## src/rtl/alu_muldiv_pkg.sv

```systemverilog
// Shared opcode and FSM state encodings for alu_muldiv.
// Optional divider: ALU_MULDIV_DIV_EN adds the DIV state.
package types;

   typedef enum logic [3:0] {
      ALU_AND  = 4'd0,
      ALU_OR   = 4'd1,
      ALU_ADD  = 4'd2,
      ALU_SUB  = 4'd3,
      ALU_SLT  = 4'd4,
      ALU_NOR  = 4'd5,
      ALU_SLTU = 4'd6,
      ALU_SLL  = 4'd7,
      ALU_SRL  = 4'd8,
      ALU_SRA  = 4'd9,
      ALU_MUL  = 4'd10,
      ALU_DIVU = 4'd11,
      ALU_REMU = 4'd12
   } alu_oper_type;

`ifdef ALU_MULDIV_DIV_EN
   typedef enum logic [1:0] {
      IDLE = 2'd0,
      MUL  = 2'd1,
      DIV  = 2'd2
   } alu_muldiv_state_type;
`else
   typedef enum logic [1:0] {
      IDLE = 2'd0,
      MUL  = 2'd1
   } alu_muldiv_state_type;
`endif

endpackage

```

## src/rtl/alu_muldiv_iter.sv

```systemverilog
// Iterative datapath: shift-add multiply and (with ALU_MULDIV_DIV_EN) restoring
// unsigned divide, one bit per step, WIDTH steps per operation.
module alu_muldiv_iter
   import types::*;
#(
   parameter int WIDTH = 32
) (
   input  logic             clk_i,
   input  logic             reset_i,
   input  logic             start_i,
   input  logic             step_i,
`ifdef ALU_MULDIV_DIV_EN
   input  logic             div_i,
   input  logic             rem_i,
`endif
   input  logic [WIDTH-1:0] a_i,
   input  logic [WIDTH-1:0] b_i,
   output logic             last_o,
   output logic [WIDTH-1:0] result_o
);

   localparam int CNT_W = $clog2(WIDTH);

   logic [CNT_W-1:0] cnt_q;
   logic [WIDTH-1:0] acc_q, x_q, y_q;
   logic [WIDTH-1:0] mul_acc_d;

   // Multiply: x is the shifting multiplicand, y the shifting multiplier.
   assign mul_acc_d = acc_q + (y_q[0] ? x_q : '0);
   assign last_o    = (cnt_q == CNT_W'(WIDTH - 1));

`ifdef ALU_MULDIV_DIV_EN
   logic             is_div_q, is_rem_q;
   logic [WIDTH:0]   trial, diff;
   logic             ge;
   logic [WIDTH-1:0] rem_d, quo_d;

   // Divide: acc holds the partial remainder, y shifts the dividend out and quotient in.
   assign trial    = {acc_q, y_q[WIDTH-1]};
   assign diff     = trial - {1'b0, x_q};
   assign ge       = ~diff[WIDTH];
   assign rem_d    = ge ? diff[WIDTH-1:0] : trial[WIDTH-1:0];
   assign quo_d    = {y_q[WIDTH-2:0], ge};
   assign result_o = is_div_q ? (is_rem_q ? rem_d : quo_d) : mul_acc_d;
`else
   assign result_o = mul_acc_d;
`endif

   always_ff @(posedge clk_i) begin
      if (reset_i) begin
         cnt_q <= '0;
         acc_q <= '0;
         x_q   <= '0;
         y_q   <= '0;
`ifdef ALU_MULDIV_DIV_EN
         is_div_q <= 1'b0;
         is_rem_q <= 1'b0;
`endif
      end else if (start_i) begin
         cnt_q <= '0;
         acc_q <= '0;
`ifdef ALU_MULDIV_DIV_EN
         is_div_q <= div_i;
         is_rem_q <= rem_i;
         x_q      <= div_i ? b_i : a_i;
         y_q      <= div_i ? a_i : b_i;
`else
         x_q <= a_i;
         y_q <= b_i;
`endif
      end else if (step_i) begin
         cnt_q <= cnt_q + 1'b1;
`ifdef ALU_MULDIV_DIV_EN
         if (is_div_q) begin
            acc_q <= rem_d;
            y_q   <= quo_d;
         end else begin
            acc_q <= mul_acc_d;
            x_q   <= x_q << 1;
            y_q   <= y_q >> 1;
         end
`else
         acc_q <= mul_acc_d;
         x_q   <= x_q << 1;
         y_q   <= y_q >> 1;
`endif
      end
   end

endmodule

```

## src/rtl/alu_muldiv.sv

```systemverilog
// ALU with iterative multiply and optional divide behind a valid/ready handshake.
// Define ALU_MULDIV_DIV_EN to enable DIVU/REMU; otherwise they behave as AND.
module alu_muldiv
   import types::*;
#(
   parameter int WIDTH = 32
) (
   input  logic             clk,
   input  logic             reset,
   input  logic             in_valid,
   output logic             in_ready,
   input  logic [WIDTH-1:0] a,
   input  logic [WIDTH-1:0] b,
   input  alu_oper_type     sel,
   output logic             out_valid,
   input  logic             out_ready,
   output logic [WIDTH-1:0] s,
   output logic             zero
);

   localparam int SH_W = $clog2(WIDTH);

   alu_muldiv_state_type state_q;
   logic             out_valid_q, zero_q;
   logic [WIDTH-1:0] s_q, alu_res, iter_res;
   logic             accept, iter_start, iter_last, div_go;
   logic [SH_W-1:0]  shamt;

   assign in_ready = (state_q == IDLE) && (!out_valid_q || out_ready);
   assign accept   = in_valid && in_ready;
   assign shamt    = b[SH_W-1:0];

`ifdef ALU_MULDIV_DIV_EN
   assign div_go = ((sel == ALU_DIVU) || (sel == ALU_REMU)) && (b != '0);
`else
   assign div_go = 1'b0;
`endif
   assign iter_start = accept && ((sel == ALU_MUL) || div_go);

   always_comb begin
      alu_res = a & b;
      case (sel)
         ALU_OR:   alu_res = a | b;
         ALU_NOR:  alu_res = ~(a | b);
         ALU_ADD:  alu_res = a + b;
         ALU_SUB:  alu_res = a - b;
         ALU_SLT:  alu_res = {{(WIDTH-1){1'b0}}, ($signed(a) < $signed(b))};
         ALU_SLTU: alu_res = {{(WIDTH-1){1'b0}}, (a < b)};
         ALU_SLL:  alu_res = a << shamt;
         ALU_SRL:  alu_res = a >> shamt;
         ALU_SRA:  alu_res = $signed(a) >>> shamt;
`ifdef ALU_MULDIV_DIV_EN
         // Only reached for a zero divisor; nonzero divisors go iterative.
         ALU_DIVU: alu_res = '1;
         ALU_REMU: alu_res = a;
`endif
         default:  alu_res = a & b;
      endcase
   end

   alu_muldiv_iter #(.WIDTH(WIDTH)) u_iter (
      .clk_i    (clk),
      .reset_i  (reset),
      .start_i  (iter_start),
      .step_i   (state_q != IDLE),
`ifdef ALU_MULDIV_DIV_EN
      .div_i    (sel != ALU_MUL),
      .rem_i    (sel == ALU_REMU),
`endif
      .a_i      (a),
      .b_i      (b),
      .last_o   (iter_last),
      .result_o (iter_res)
   );

   always_ff @(posedge clk) begin
      if (reset) begin
         state_q     <= IDLE;
         out_valid_q <= 1'b0;
         s_q         <= '0;
         zero_q      <= 1'b0;
      end else begin
         case (state_q)
            IDLE: begin
               if (accept) begin
                  if (sel == ALU_MUL) begin
                     state_q     <= MUL;
                     out_valid_q <= 1'b0;
                  end
`ifdef ALU_MULDIV_DIV_EN
                  else if (div_go) begin
                     state_q     <= DIV;
                     out_valid_q <= 1'b0;
                  end
`endif
                  else begin
                     s_q         <= alu_res;
                     zero_q      <= (alu_res == '0);
                     out_valid_q <= 1'b1;
                  end
               end else if (out_ready) begin
                  out_valid_q <= 1'b0;
               end
            end
            default: begin
               if (iter_last) begin
                  state_q     <= IDLE;
                  s_q         <= iter_res;
                  zero_q      <= (iter_res == '0);
                  out_valid_q <= 1'b1;
               end
            end
         endcase
      end
   end

   assign out_valid = out_valid_q;
   assign s         = s_q;
   assign zero      = zero_q;

endmodule

```

## config.mk

```make
export PLATFORM = sky130hd
export DESIGN_NAME = alu_muldiv
export DESIGN_NICKNAME = d
export VERILOG_FILES = /design/src/rtl/alu_muldiv_pkg.sv /design/src/rtl/alu_muldiv_iter.sv /design/src/rtl/alu_muldiv.sv
export SDC_FILE = /design/constraint.sdc
export NUM_CORES = 1
export LEC_CHECK = 0
export CORE_MARGIN = 2
export CORE_UTILIZATION = 50
export CTS_BUF_LIST = sky130_fd_sc_hd__clkbuf_4
export CTS_CLUSTER_SIZE = 20
export DETAILED_ROUTE_END_ITERATION = 12
export DONT_BUFFER_PORTS = 1
export PLACE_DENSITY = 0.73
export SLEW_MARGIN = 40
export SYNTH_ARGS = -nofsm -noshare
export SYNTH_HDL_FRONTEND = slang
export SYNTH_SLANG_ARGS = --single-unit
export TNS_END_PERCENT = 1
```

## constraint.sdc

```tcl
create_clock -name clk -period 10.8 [get_ports clk]
set_clock_uncertainty 0.15 [all_clocks]
set_input_delay 3.24 -clock clk [delete_from_list [all_inputs] [get_ports clk]]
set_output_delay 3.24 -clock clk [all_outputs]
set_load 0.02 [all_outputs]
```

After elaboration in Yosys (flattened, before gate mapping)
Index checks and enable logic that the tools add are counted.
- bits in registers: 137
- input bits: 72
- output and inout port bits: 35
- add/subtract/negate cells: 4
- order comparisons: 2
- eq/ne operators: 15
- shift-type cells: 3
- mux-type cells: 23
- bitwise gates (word level): 3
- reductions and logical operators: 15
- operators by type and width (kind ; count):
    $mux 32 ; 9
    $pmux 32 s9 ; 1
    $add 32x32->32 ; 2
    $logic_not 32->1 ; 2
    $lt 32x32->1 ; 2
    $and 32x32->32 ; 1
    $not 32->32 ; 1
    $or 32x32->32 ; 1
    $shl 32x5->32 ; 1
    $shr 32x5->32 ; 1
    $sshr 32x5->32 ; 1
    $sub 32x32->32 ; 1
    $eq 4x3->1 const B ; 4
    $eq 4x4->1 const B ; 3
    $mux 1 ; 9
    $eq 4x2->1 const B ; 2
    $mux 2 ; 4
    $reduce_and 3->1 ; 2
    $reduce_bool 2->1 ; 3
    $add 5x1->5 const B ; 1
    $eq 5x5->1 const B ; 1
    $eq 4x1->1 const B ; 1
    $ne 2x2->1 const B ; 2
    $logic_and 1x1->1 ; 3
    other kinds (7) ; 7

Longest topological paths before layout
- depth after elaboration: 7
- depth in mapped cells: 19
- gate-level depth less buffers: 16

Modules after synthesis
Synthesis repeated with hierarchy kept, for this count alone.
- cells, all modules: 2539
- area total of the unflattened synthesis: 19249.7 µm²
- by module, submodules not included (module ; times used ; cells an instance ; area an instance (µm²) ; seq. area each (µm²)):
    alu_muldiv ; 1 ; 1755 ; 12891.1 ; 700.7
    alu_muldiv_iter ; 1 ; 784 ; 6358.6 ; 2021.9

Worst setup path before layout
No wires, ideal clock.
- path type: input to register
- start point: input b[4]
- end point: register zero_q (netlist: zero)
- arrival time: 7.246 ns
- data required time: 10.590 ns
- setup slack: 3.344 ns
- stages on the path: 18
- buffers on the path: 5
- cell sequence: clkbuf_1 inv_1 clkbuf_1 buf_1 clkbuf_1 ha_1 buf_2 nor4_1 o2111ai_1 a2111oi_0 a211o_1 mux2i_1 a31oi_1 or4_1 nor4_1 nand4_1 nor4b_2 a311o_1
- longest elaborated chain between the ends: 7
- elaborated cells on any way between the ends: 15
- those cells by class: add/sub (2); order compare (2); shift (3); mux (4); bitwise (3); reduce/logical (1)
- ends and longest elaborated chain (item ; line ; RTL):
    start: declaration ; alu_muldiv.sv:13 ; input logic [WIDTH-1:0] b,
    parallel branches: the longest is 2 deep, another holds $sub 32x32->32 ; n/a ;
    $pmux 32 s9 (*) ; alu_muldiv.sv:42 ; case (sel)
    $logic_not 32->1 (*) ; alu_muldiv.sv:98 ; zero_q <= (alu_res == '0);
    $mux 1 (*) ; alu_muldiv.sv:86 ; if (sel == ALU_MUL) begin
    $mux 1 (*) ; alu_muldiv.sv:85 ; if (accept) begin
    $mux 1 (*) ; alu_muldiv.sv:83 ; case (state_q)
    end signal: assignment ; alu_muldiv.sv:98 ;
    end signal: assignment ; alu_muldiv.sv:109 ; zero_q <= (iter_res == '0);
    end: declaration ; alu_muldiv.sv:24 ; logic out_valid_q, zero_q;
Mark *: on every way between the ends. The select of a mux whose other input is x is not followed.
A chain may end at the register's enable or synchronous reset.

Final worst setup path
- start point: input out_ready
- end point: output in_ready
- longest elaborated chain between the ends: 2
- ends and longest elaborated chain (item ; line ; RTL):
    start: declaration ; alu_muldiv.sv:16 ; input logic out_ready,
    $logic_or 1x1->1 ; alu_muldiv.sv:29 ; assign in_ready = (state_q == IDLE) && (!out_valid_q || out_ready);
    $logic_and 1x1->1 ; alu_muldiv.sv:29 ;
    end: declaration ; alu_muldiv.sv:11 ; output logic in_ready,
Every way passes these cells.

==> out/results.txt <==
The most area-hungry cell type in the Yosys netlist was dfxtp_1. The setup violation total in the final timing report is 0, and the maximum fanout along the worst path is 4. The number of placed instances, taps included, is 2615. TritonCTS built the clock tree. The signal arrival time at the worst endpoint was 3680 ps; the number of maximum-capacitance violations was 0. The run gives 0 as the count of synthesis-stage warnings from yosys. The count of cells along the worst register-to-register path is 16. Ranked by total cell area, the synthesized netlist is headed by dfxtp_1 16%, ha_1 9.6%, a21oi_1 6.5%. The worst-case headroom to the max-slew limit was 36.4%. The signal on the critical path passes through nor2b_1 > nor2_1. Sequential elements use 15.8% of the synthesized area.

The number of CTS-inserted buffers is 17. The tools report the number of buffers inserted for hold repair after clock tree synthesis as 0. The final total negative setup slack is 0 ps. On the worst path, the slowest cell contributes a delay of 400 ps.

The number of antenna violations at the first check in global routing is 6. The switching power share of the total is 42.1%. The H-tree was split into 4 levels. The final layout contains 2387 nets. In this run, post-CTS repair resized a total of 0 instances. Clock network fraction of design power: 22.6%. The number of synthesized flops with an enable pin works out to 0.

For the count of vias placed by the detailed router, the log shows 19400. In this run, synthesis produced a sequential element count of 136. The HPWL reported at the end of detailed placement is 58500 um, and the global-route congestion overflow total is 0. The class of the most critical setup path is in2out.

Clock-pin slew was measured on the worst setup and hold paths at 100 ps. The number of port buffers is 0, and the number of instances on the worst hold path is 2. The finished cells cover 0.0175 mm2. The share of post-route cells with drive strength above 1 was 8.08%. Timing would allow up to 0.141 GHz.

The post-synthesis async set-or-reset flop share is 0%. The die is 190 um wide. Leaving out filler cells and counting taps, the final layout contains 2649. The overall fraction of global-route tracks in use came out at 43.1%. The cell sitting at the root of the clock tree is a clkbuf_4. Actual slew at the worst max-slew pin: 951 ps. The tools report the worst reg2reg path startpoint as u_iter.y_q[0]$_SDFFE_PP0P_. The tools report the area of the placeable core as 0.0343 mm2. The detail-routed via count per cell came out at 7.31. The most common cell in the synthesized netlist is nand2_1. The run gives 107 as the number of placed I/O pins.

Class of the tightest hold or removal check: reg2reg. The die height was 190 um. For the worst setup path, the data required time is 7410 ps.

The tools report the final hold violation count as 0. The logs give 2324 for the number of cells produced by synthesis and 650 ps for the clock latency on the worst-skew pair. The tools report the global placer's final weighted congestion as 1.06. Ranked by instance count, the synthesized netlist is headed by 263 x nand2_1, 225 x a21oi_1, 195 x nor2_1. The routed design has 79100 um of wire. Terminus of the critical flop-to-flop path: zero$_SDFFE_PP0P_. The power spent charging and discharging nets came out at 619 uW. The most common flop cell mapped by yosys was dfxtp_1.

Cell internal power was estimated by the tool at 852 uW. The number of setup buffers added after CTS is 0. In this run the static leakage power is 6.73 nW. Summed over its instances, the top area cell type makes up 15.8% of the synthesized netlist area. The synthesized netlist occupies a cell area of 0.0173 mm2. STA classifies the critical path startpoint as an input pin.

Dividing the detail-routed wire length by the instance count gives 29.9 um. Average instance area after synthesis: 7.43 um2. The clock sink count is 136.

Count of TritonRoute iterations in the first routing pass: 7. The family with the most delay on the worst path is simple AND/OR/NAND/NOR gates. The worst-case register-to-register setup slack is 5810 ps.

For this run, design rule violations remaining after detail routing come to 0. Launch point of the worst hold path: u_iter.y_q[26]$_SDFFE_PP0P_. For the remaining antenna violation count, the log shows 0.

The tools report the share of power burned in combinational logic as 40.3%. Compared with the post-synthesis result, the final layout area differs by 1.53%. The maximum count of clock buffers along a single path came out at 2. The slowest stage of the critical path belongs to the cell nor2_1. The run finished with clean final reports.

The final critical-path share of the clock period was 65.4%. The number of nets handed over by synthesis was 2532. For the final-report max-slew violation count, the log shows 0.

The die covers 0.0360 mm2. The critical path contains buffers and inverters numbering 0 combined. Dividing total power by cell area gives a power density of 83.9 mW/mm2.

Across the VDD grid, the largest voltage drop is 0.0641 mV. The number of global-route vias before repair is 17600, and the largest net degree at the start of global routing is 99. Setup repair after global routing left no endpoint under its margin. The tools report the destination of the worst hold path as u_iter.y_q[26]$_SDFFE_PP0P_. Count of cell types in the netlist: 96. The run gives 116000 um as the first-pass GRT wire length. Floorplan row count: 68. The final critical-path required period was 7070 ps.

In this run the cell area measured after placement is 0.0173 mm2. After the first detailed-routing iteration, the DRC count stood at 2811. Sequential cells account for 37.1% of the total power. The worst setup path is captured at an output port. The initial utilization of the core area, before any placement, comes to 50.4%.
-- per-stage QoR --
| step | power [mW] | hold slack, ps | util, % | setup slack, ps |
|---|---|---|---|---|
| finish | 1.47 | 306 | 51.1 | 3730 |
| detailed placement | 1.12 | 291 | 50.4 | 3320 |
| global placement | 1.12 | 286 | 50.2 | 3040 |
| global route | 1.52 | 327 | 51.1 | 3580 |
| CTS | 1.45 | 310 | 51.1 | 3730 |
| floorplan | 0.984 | 286 | - | 3340 |
-- cell usage in the layout, fill, tap and decap left out, drive strengths merged, types with 41 or more instances in the layout --
cell / Yosys / routed
nand2: 263 / 263
a21oi: 225 / 225
nor2: 196 / 196
dfxtp: 136 / 136
ha: 133 / 133
inv: 111 / 111
o21ai: 101 / 101
mux2i: 97 / 97
a211oi: 54 / 54
a22oi: 53 / 53
mux2: 47 / 47
o211ai: 43 / 43
xnor2: 42 / 42
nand3: 41 / 41
-- power groups by stage --
stage	clock, mW	combinational, mW	sequential [mW]
2_1_floorplan	0	0.433	0.551
3_3_place_gp	0	0.560	0.556
3_5_place_dp	0	0.562	0.557
4_1_cts	0.340	0.565	0.545
5_1_grt	0.356	0.621	0.547
6_report	0.333	0.593	0.545
-- kinds of logic after synthesis --
logic type / after synthesis / synth area share, %
buffers and inverters: 295 / 6.96
muxes: 179 / 13.3
adders and majority gates: 136 / 9.99
and+or+nand+nor: 741 / 20.3
xor gates and xnor gates: 63 / 3.20
DFF: 136 / 15.8
AOI/OAI and AO/OA: 774 / 30.4
-- routing by layer --
layer	vias up	share of wire [%]	track usage, %
met1	9389	40	58.4
met3	261	12	11.6
met2	1327	41	62.5
met5	-	0.035	0
li1	8376	-	-
met4	4	5.9	22.4
-- worst max-delay path by stage --
stage	cells after the start	from	end	slack [ps]
finish	2	out_ready	in_ready	3730
global route	14	b[3]	zero$_SDFFE_PP0P_	3580
CTS	2	out_ready	in_ready	3730
detailed placement	13	b[3]	zero$_SDFFE_PP0P_	3320
global placement	13	b[3]	zero$_SDFFE_PP0P_	3040
floorplan	18	b[4]	zero$_SDFFE_PP0P_	3340
-- flip-flops by register name, summed over array words and instances, names as in the netlist --
register	count
u_iter.x_q	32
u_iter.acc_q	32
s	32
state_q	1
u_iter.cnt_q	5
out_valid	1
u_iter.y_q	32
zero	1
-- final cells by class --
type	count	area (um2)
Multi-Input combinational cell	1893	13400
Inverter	112	420
Fill cell	3397	16800
Timing Repair Buffer	19	140
Clock buffer	21	158
Clock inverter	9	80.1
Sequential cell	136	2730
Tap cell	455	569
Antenna cell	4	10.0
No activity file was read; power rests on OpenSTA's default activity.
